<file path="src/rtl/adder_sched_pkg.sv">
// Shared definitions for the adder round-robin scheduler and related
// accumulator controllers.
//   MAX_REQ  : largest supported requester count
//   req_id_t : requester tag wide enough for MAX_REQ requesters
//   rr_next  : modulo-n increment of a round-robin pointer
package adder_sched_pkg;

  localparam int unsigned MAX_REQ  = 16;
  localparam int unsigned MAX_ID_W = $clog2(MAX_REQ);

  typedef logic [MAX_ID_W-1:0] req_id_t;

  // Advance a round-robin pointer, wrapping n-1 back to 0.
  function automatic req_id_t rr_next(input req_id_t ptr, input int unsigned n);
    req_id_t nxt;
    if ((32'(ptr) + 32'd1) >= n) begin
      nxt = '0;
    end else begin
      nxt = ptr + req_id_t'(1);
    end
    return nxt;
  endfunction

endpackage

</file>
<file path="src/rtl/N_bit_adder.sv">
// Combinational WIDTH-bit ripple-carry adder. The carry out of the top bit
// is not produced, so the sum is modulo 2^WIDTH.
//   a, b : operands
//   sum  : (a + b) mod 2^WIDTH
module N_bit_adder #(
  parameter int unsigned WIDTH = 8
) (
  input  logic [WIDTH-1:0] a,
  input  logic [WIDTH-1:0] b,
  output logic [WIDTH-1:0] sum
);

  logic [WIDTH-1:0] carry;

  assign carry[0] = 1'b0;

  // One full adder per bit; the top stage's carry-out is intentionally absent.
  for (genvar i = 0; i < WIDTH; i++) begin : g_bit
    assign sum[i] = a[i] ^ b[i] ^ carry[i];
    if (i < WIDTH - 1) begin : g_carry
      assign carry[i+1] = (a[i] & b[i]) | (carry[i] & (a[i] ^ b[i]));
    end
  end

endmodule

</file>
<file path="src/rtl/rr_arbiter.sv">
// Combinational round-robin arbiter.
// Scans req starting at ptr and moving upward with wrap-around; the first
// active request wins.
//   req       : request vector
//   ptr       : highest-priority index for this cycle
//   grant     : one-hot grant (all zero when no request)
//   grant_idx : binary index of the granted request
//   any_grant : at least one request is active
module rr_arbiter #(
  parameter int unsigned NUM_REQ = 4,
  parameter int unsigned ID_W    = $clog2(NUM_REQ)
) (
  input  logic [NUM_REQ-1:0] req,
  input  logic [ID_W-1:0]    ptr,
  output logic [NUM_REQ-1:0] grant,
  output logic [ID_W-1:0]    grant_idx,
  output logic               any_grant
);

  // Priority scan from ptr; once a winner is found, later hits are ignored.
  always_comb begin
    int unsigned idx;
    logic        hit;
    grant     = '0;
    grant_idx = '0;
    any_grant = 1'b0;
    idx       = 0;
    hit       = 1'b0;
    for (int unsigned k = 0; k < NUM_REQ; k++) begin
      idx = (32'(ptr) + k) % NUM_REQ;
      hit = |(req & (NUM_REQ'(1) << idx));
      if (!any_grant && hit) begin
        grant     = NUM_REQ'(1) << idx;
        grant_idx = ID_W'(idx);
        any_grant = 1'b1;
      end
    end
  end

endmodule

</file>
<file path="src/rtl/adder_rr_scheduler.sv">
// Shares one ripple adder among NUM_REQ requesters. A round-robin arbiter
// picks one valid requester per cycle, its operands are added, and the sum
// is registered together with the requester index on a valid/ready output.
//   clk, reset : clock and synchronous active-high reset
//   req_valid  : per-requester operand valid
//   req_ready  : per-requester accept (at most one bit high)
//   req_a/b    : packed operands, requester i at [i*WIDTH +: WIDTH]
//   out_valid  : registered result valid
//   out_ready  : downstream accept
//   out_sum    : registered (a + b) mod 2^WIDTH
//   out_id     : index of the requester that produced out_sum
module adder_rr_scheduler
  import adder_sched_pkg::*;
#(
  parameter int unsigned WIDTH   = 8,
  parameter int unsigned NUM_REQ = 4,
  parameter int unsigned ID_W    = $clog2(NUM_REQ)
) (
  input  logic                     clk,
  input  logic                     reset,
  input  logic [NUM_REQ-1:0]       req_valid,
  output logic [NUM_REQ-1:0]       req_ready,
  input  logic [NUM_REQ*WIDTH-1:0] req_a,
  input  logic [NUM_REQ*WIDTH-1:0] req_b,
  output logic                     out_valid,
  input  logic                     out_ready,
  output logic [WIDTH-1:0]         out_sum,
  output logic [ID_W-1:0]          out_id
);

  if (NUM_REQ < 2 || NUM_REQ > MAX_REQ) begin : g_bad_num_req
    $error("adder_rr_scheduler: NUM_REQ must be in 2..%0d", MAX_REQ);
  end

  logic [ID_W-1:0]    rr_ptr;
  logic [ID_W-1:0]    rr_ptr_nxt;
  logic [NUM_REQ-1:0] grant;
  logic [ID_W-1:0]    grant_idx;
  logic               any_grant;
  logic               load_en;
  logic               accept;
  logic [WIDTH-1:0]   sel_a;
  logic [WIDTH-1:0]   sel_b;
  logic [WIDTH-1:0]   sum;
  logic               out_valid_nxt;
  logic [WIDTH-1:0]   out_sum_nxt;
  logic [ID_W-1:0]    out_id_nxt;

  rr_arbiter #(
    .NUM_REQ (NUM_REQ),
    .ID_W    (ID_W)
  ) u_arb (
    .req       (req_valid),
    .ptr       (rr_ptr),
    .grant     (grant),
    .grant_idx (grant_idx),
    .any_grant (any_grant)
  );

  // Output register may load when empty or draining this cycle; never in reset.
  always_comb begin
    load_en   = !out_valid || out_ready;
    accept    = any_grant && load_en && !reset;
    req_ready = accept ? grant : '0;
  end

  // AND-OR operand mux driven by the one-hot grant.
  always_comb begin
    sel_a = '0;
    sel_b = '0;
    for (int unsigned i = 0; i < NUM_REQ; i++) begin
      if (grant[i]) begin
        sel_a = sel_a | req_a[i*WIDTH +: WIDTH];
        sel_b = sel_b | req_b[i*WIDTH +: WIDTH];
      end
    end
  end

  N_bit_adder #(
    .WIDTH (WIDTH)
  ) u_add (
    .a   (sel_a),
    .b   (sel_b),
    .sum (sum)
  );

  // Next state: load on accept, clear valid on a drain with no refill, else hold.
  // The pointer only moves on an accept, so a stalled winner keeps priority.
  always_comb begin
    out_valid_nxt = out_valid;
    out_sum_nxt   = out_sum;
    out_id_nxt    = out_id;
    rr_ptr_nxt    = rr_ptr;
    if (accept) begin
      out_valid_nxt = 1'b1;
      out_sum_nxt   = sum;
      out_id_nxt    = grant_idx;
      rr_ptr_nxt    = ID_W'(rr_next(req_id_t'(grant_idx), NUM_REQ));
    end else if (out_ready) begin
      out_valid_nxt = 1'b0;
    end
  end

  // Output and pointer registers.
  always_ff @(posedge clk) begin
    if (reset) begin
      out_valid <= 1'b0;
      out_sum   <= '0;
      out_id    <= '0;
      rr_ptr    <= '0;
    end else begin
      out_valid <= out_valid_nxt;
      out_sum   <= out_sum_nxt;
      out_id    <= out_id_nxt;
      rr_ptr    <= rr_ptr_nxt;
    end
  end

endmodule

</file>
<file path="config.mk">
export PLATFORM = sky130hd
export DESIGN_NAME = adder_rr_scheduler
export DESIGN_NICKNAME = d
export VERILOG_FILES = /design/src/rtl/adder_sched_pkg.sv /design/src/rtl/N_bit_adder.sv /design/src/rtl/rr_arbiter.sv /design/src/rtl/adder_rr_scheduler.sv
export SDC_FILE = /design/constraint.sdc
export NUM_CORES = 1
export LEC_CHECK = 0
export ABC_AREA = 1
export CELL_PAD_IN_SITES_DETAIL_PLACEMENT = 1
export CELL_PAD_IN_SITES_GLOBAL_PLACEMENT = 2
export CORE_ASPECT_RATIO = 0.7
export CORE_UTILIZATION = 17
export DETAILED_ROUTE_END_ITERATION = 12
export GPL_ROUTABILITY_DRIVEN = 0
export GPL_TIMING_DRIVEN = 0
export PLACE_DENSITY = 0.84
export SLEW_MARGIN = 0
export SYNTH_ARGS = -nofsm -noshare
export SYNTH_HDL_FRONTEND = slang
export SYNTH_SLANG_ARGS = --single-unit
</file>
<file path="constraint.sdc">
create_clock -name clk -period 4.9 [get_ports clk]
set_input_delay 0.98 -clock clk [delete_from_list [all_inputs] [get_ports clk]]
set_output_delay 0.98 -clock clk [all_outputs]
set_load 0.01 [all_outputs]
</file>
After elaboration in Yosys (flattened, before gate mapping). Index checks and enable logic that the tools add are counted. W data, S select, Z words.

Output and inout bits: 15. Register bits after elaboration: 13.

Shift operators: 4. Magnitude comparators: 1. Reduce and logical (&&, ||, !) cells: 16. Muxes and demuxes: 24. Add/sub/neg operators: 5. Bitwise gates (word level): 44.

Operators by type and width (count): $mux W8 (8); $or A8 B8 Y8 (6); $mux W4 (5); $and A4 B4 Y4 (4); $reduce_or A4 Y1 (4); $shl A1 B2 Y4 const A (4); $xor A1 B1 Y1 (15); $and A1 B1 Y1 (13); $mux W2 (5); $mux W1 (6); $or A1 B1 Y1 (6); $logic_and A1 B1 Y1 (5); $logic_not A1 Y1 (5); $add A2 B1 Y2 const B (2); $add A2 B2 Y2 const B (2); $add A2 B1 Y3 const B (1); $ge A3 B3 Y1 const B (1); $reduce_bool A2 Y1 (1); $logic_or A1 B1 Y1 (1).

Longest topological paths before layout.
Word-level depth: 34. Mapped depth: 29.

Hierarchy. Synthesis repeated with hierarchy kept, for this count alone.

Cells, all modules: 278. Area, all modules: 1635.3 µm².

Modules (own cells, without submodules): adder_rr_scheduler (cells an instance 163, sequential area each 260.2 µm², instances 1, area each 939.7 µm²); rr_arbiter (cells an instance 93, sequential area each 0.0 µm², instances 1, area each 504.2 µm²); N_bit_adder (cells an instance 22, sequential area each 0.0 µm², instances 1, area each 191.4 µm²).

Least setup slack after synthesis. Ideal clock, no wire load.

Kind: input port to flip-flop. Start point: input req_valid[1]. End point: register out_sum[7]. Cell stages on the path: 25. Arrival time: 4905 ps. Path buffers: 2. Data required time: 4776 ps. Slack: -129 ps. Path through: nand2_1 > nand2_2 > nor2_4 > buf_6 > nand4_4 > inv_2 > nand2_1 > nand2_1 > inv_1 > buf_2 > nand2_1 > nand4_1 > ha_1 > fa_1 > fa_1 > fa_1 > fa_1 > fa_1 > fa_1 > inv_1 > nand2_1 > nand2_1 > nand2_1 > nand2_1 > a21oi_2.

Longest elaborated chain between the ends: 33. Elaborated cells on any way between the ends: 65. Those cells by class: mux (16); bitwise (37); reduce/logical (12).

RTL lines: start: declaration (RTL line adder_rr_scheduler.sv:21) `input logic [NUM_REQ-1:0] req_valid,`; $and A4 B4 Y4 (RTL line rr_arbiter.sv:31) `hit = |(req & (NUM_REQ'(1) << idx));`; $reduce_or A4 Y1 (RTL line rr_arbiter.sv:31); $mux W1 (RTL line rr_arbiter.sv:32) `if (!any_grant && hit) begin`; $logic_not A1 Y1 (RTL line rr_arbiter.sv:32); $logic_and A1 B1 Y1 (RTL line rr_arbiter.sv:32); $mux W1 (RTL line rr_arbiter.sv:32); $logic_not A1 Y1 (RTL line rr_arbiter.sv:32); $logic_and A1 B1 Y1 (RTL line rr_arbiter.sv:32); (+17 left out); $or A1 B1 Y1 (RTL line N_bit_adder.sv:21) `assign carry[i+1] = (a[i] & b[i]) | (carry[i] & (a[i] ^ b[i]));`; $and A1 B1 Y1 (RTL line N_bit_adder.sv:21); $or A1 B1 Y1 (RTL line N_bit_adder.sv:21); $and A1 B1 Y1 (RTL line N_bit_adder.sv:21); $or A1 B1 Y1 (RTL line N_bit_adder.sv:21); $and A1 B1 Y1 (RTL line N_bit_adder.sv:21); $or A1 B1 Y1 (RTL line N_bit_adder.sv:21); $xor A1 B1 Y1 (RTL line N_bit_adder.sv:19) `assign sum[i] = a[i] ^ b[i] ^ carry[i];`; end signal: assignment (RTL line adder_rr_scheduler.sv:113) `out_sum <= out_sum_nxt;`; end: declaration (RTL line adder_rr_scheduler.sv:27) `output logic [WIDTH-1:0] out_sum,`.

Parallel ways exist; a longest one is shown, timed or not. A chain may end at the register's enable or synchronous reset.

Worst setup path in the final report.
Start point: input req_valid[2]. End point: register out_sum[7].

Same word-level chain as after synthesis.

==> impl_metrics.json <==
{
  "viasPerCell": 4.35,
  "max_cap_violations": 0,
  "ys_warn_count": 0,
  "power_w": 0.00266,
  "htreeDepth": 1,
  "nNetsFinal": 464,
  "grtUsageTotal": 0.142,
  "crit_start": "req_valid[2]",
  "slew_violations": 0,
  "setup_viol": 0,
  "cts_tree": "yes",
  "area_growth_pct": 93.5,
  "min_from": "out_id[1]",
  "hold_viol": 0,
  "seqPwrFrac": 0.073,
  "gr-total-overflow": 0,
  "hp-class": "register to register",
  "synth.area.mux_share": 0,
  "die_w_um": 117,
  "switching_power_w": 0.00135,
  "io_pins": 86,
  "final_common_cell": "nand2_1",
  "insertion_delay_ps": 240,
  "layout.area.seq_um2": 265,
  "r2r_start": "rr_ptr[1]",
  "ctsRootBufferMaster": "clkbuf_16",
  "numCtsBuffers": 3,
  "fill_cells": 1147,
  "multi_input_area_um2": 1290,
  "period_minus_slack_ps": 4740,
  "initial_utilization": 0.175,
  "critical_path_class": "input pin to register",
  "grt_pass1_vias": 2123,
  "fmax_mhz": 211,
  "grtUsageMet1": 0.206,
  "layout_common_cells": "94 x nand2_1, 81 x clkdlybuf4s50_1, 31 x buf_4, 22 x nand3_1, 21 x nand2_2",
  "p_per_area_nw_per_um2": 870,
  "cts.sinks": 13,
  "ant_nets": 0,
  "final.period_utilization": 0.968,
  "port-buffer-count": 85,
  "postSynthCellCount": 262,
  "ctsHoldBuffers": 0,
  "drtIter0Drc": 100,
  "p_int_w": 0.00131,
  "synthTopCellsByArea": "nand2_1 25%, dfxtp_1 16%, fa_1 7.6%, nand3_1 7.6%, nand4_1 7.1%",
  "drt_first_pass_iters": 4,
  "yosys.area.top_type_share": 0.252,
  "routed_wl_um": 7120,
  "crit_required_ps": 5020,
  "end_kind": "register",
  "synth-compound-area-share": 0.0784,
  "tightest_slew_ps": 422,
  "cts.path.max_buffers": 2,
  "slew_headroom": 0.719,
  "grt_busiest_layer": "met2",
  "skew_ps": 2.05,
  "grt_pass1_wl_um": 10600,
  "power_leakage_nw": 1.29,
  "die_area_um2": 9690,
  "syn_avg_cell_area_um2": 6.03,
  "drive_gt1_frac": 0.262,
  "dpl.hpwl_um": 5330,
  "combPwrFrac": 0.869,
  "wl_per_cell_um": 14.1,
  "synthSimpleGateAreaFrac": 0.549,
  "synthXorXnorAreaFrac": 0,
  "path_clk_slew_ps": 50,
  "vias": 2198,
  "final_cells": 505,
  "hold_slack_ps": 473,
  "synthDistinctLibCells": 29,
  "startpoint_type": "input pin",
  "synth_nets": 344,
  "dieHeight_um": 82.7,
  "dp_cells": 471,
  "synth-adder-area-share": 0.116,
  "fin_util": 0.338,
  "synth_top_family_by_area": "simple AND/OR/NAND/NOR gates",
  "status": "complete, no violations",
  "remaining_drc_errors": 0,
  "p_sw_frac": 0.506,
  "antenna_found_initial": 0,
  "antennaDiodeCount": 0,
  "yosys.area.top_type": "nand2_1",
  "worstPathMaxFanout": 10,
  "peakVddDrop_mv": 0.265,
  "core_area_um2": 9030,
  "yosysSeqAreaShare": 0.165,
  "synth_area_um2": 1580,
  "grt_use_met3": 0.0139,
  "p_clk_frac": 0.058,
  "worst-endpoint-arrival_ps": 4860,
  "synth-seq-cells": 13,
  "num_rows": 29,
  "grt_max_degree": 17,
  "grt_use_met2": 0.226
}
path summary, 6_finish.rpt:
path	endpoint	slack, ps	cells past startpoint
worst min-delay path	out_id[1]	470	2
worst max register to register	out_sum[7]	220	27
worst max-delay path	out_sum[7]	160	26
worst min register to register	out_id[1]	470	2
state kept, by name (all words and copies together) (netlist names), named ones only:
name / flops
out_id: 2
out_sum: 8
out_valid: 1
rr_ptr: 1
per-stage QoR:
| step | cell area (um2) | TNS, ps | setup WS, ps |
|---|---|---|---|
| after CTS | 2900 | -55.3 | -55.3 |
| after global placement | 2600 | -2360 | -944 |
| after global routing | 3060 | -44.9 | -44.9 |
| after detailed placement | 2600 | -2550 | -985 |
| final | 3060 | 0 | 158 |
| after floorplan | 1590 | 0 | 5.74 |
synth_stat cells:
library cell	instances
nand3_1	24
nand2_1	106
fa_1	6
buf_2	5
clkinv_1	1
a31oi_1	1
a21oi_1	7
a21oi_2	1
clkbuf_1	3
nor2_1	10
inv_1	21
nand4_1	18
nor2_8	1
buf_6	2
o211ai_1	1
o21ai_0	9
nand3_2	3
inv_2	1
nor2_4	1
nand2_2	13
nor3_1	2
o21ai_2	1
nor2_2	3
ha_1	5
nand3b_1	1
a22oi_1	1
o21ai_1	1
dfxtp_1	13
nand4_4	1
power by group through the flow:
| stage | registers [W] | clock network, W | logic (W) |
|---|---|---|---|
| global placement | 0.000190 | 0 | 0.00180 |
| CTS | 0.000191 | 0.000158 | 0.00214 |
| floorplan | 0.000201 | 0 | 0.00116 |
| detailed placement | 0.000191 | 0 | 0.00183 |
| finish | 0.000193 | 0.000155 | 0.00231 |
| global route | 0.000199 | 0.000162 | 0.00256 |
timing repair:
item | in CTS | in global routing
resized for setup | 50 | 22
buffers inserted | 19 | 14
pin swaps | 19 | 24
setup endpoints to repair | 3 | 2
cloned | 1 | 0
metal layers:
| layer | routed length, um | vias to the layer above |
|---|---|---|
| li1 | - | 1090 |
| met1 | 3510 | 1056 |
| met2 | 3350 | 46 |
| met3 | 188 | 6 |
| met4 | 72 | 0 |
| met5 | 0 | - |
logic make-up (layout without fill, tap and decap cells):
group                    Yosys count  after routing
AND/OR/NAND/NOR                  183            183
buffers and inverters             33            152
AO/OA/AOI/OAI                     22             22
flip-flops                        13             13
adder cells (fa/ha/maj)           11             11
worst max-delay path, cell delays in order:
cell and delay (ps):
buf_6 90, nand2_2 50, nand2_2 90, nor2_4 50, buf_6 120, buf_4 140, nand3_2 90, nor2_1 70
nor2_4 120, nand2_4 70, buf_6 140, nand2_1 60, nand4_1 120, ha_2 210, fa_2 330, fa_2 350
fa_2 360, fa_2 350, fa_2 350, fa_2 370, inv_2 60, nand2_2 50, nand2_1 60, nand2_1 50
nand2_2 80, a21oi_2 50
cell type report:
| cell class | instances | area share |
|---|---|---|
| inverter | 23 | 0.0299 |
| buffer | 7 | 0.0200 |
| sequential | 13 | 0.0867 |
| clock buffer | 4 | 0.0258 |
| multi-input combinational | 216 | 0.422 |
| tap | 124 | 0.0507 |
| timing repair buffer | 118 | 0.365 |
(Power assumes the default switching activity.)
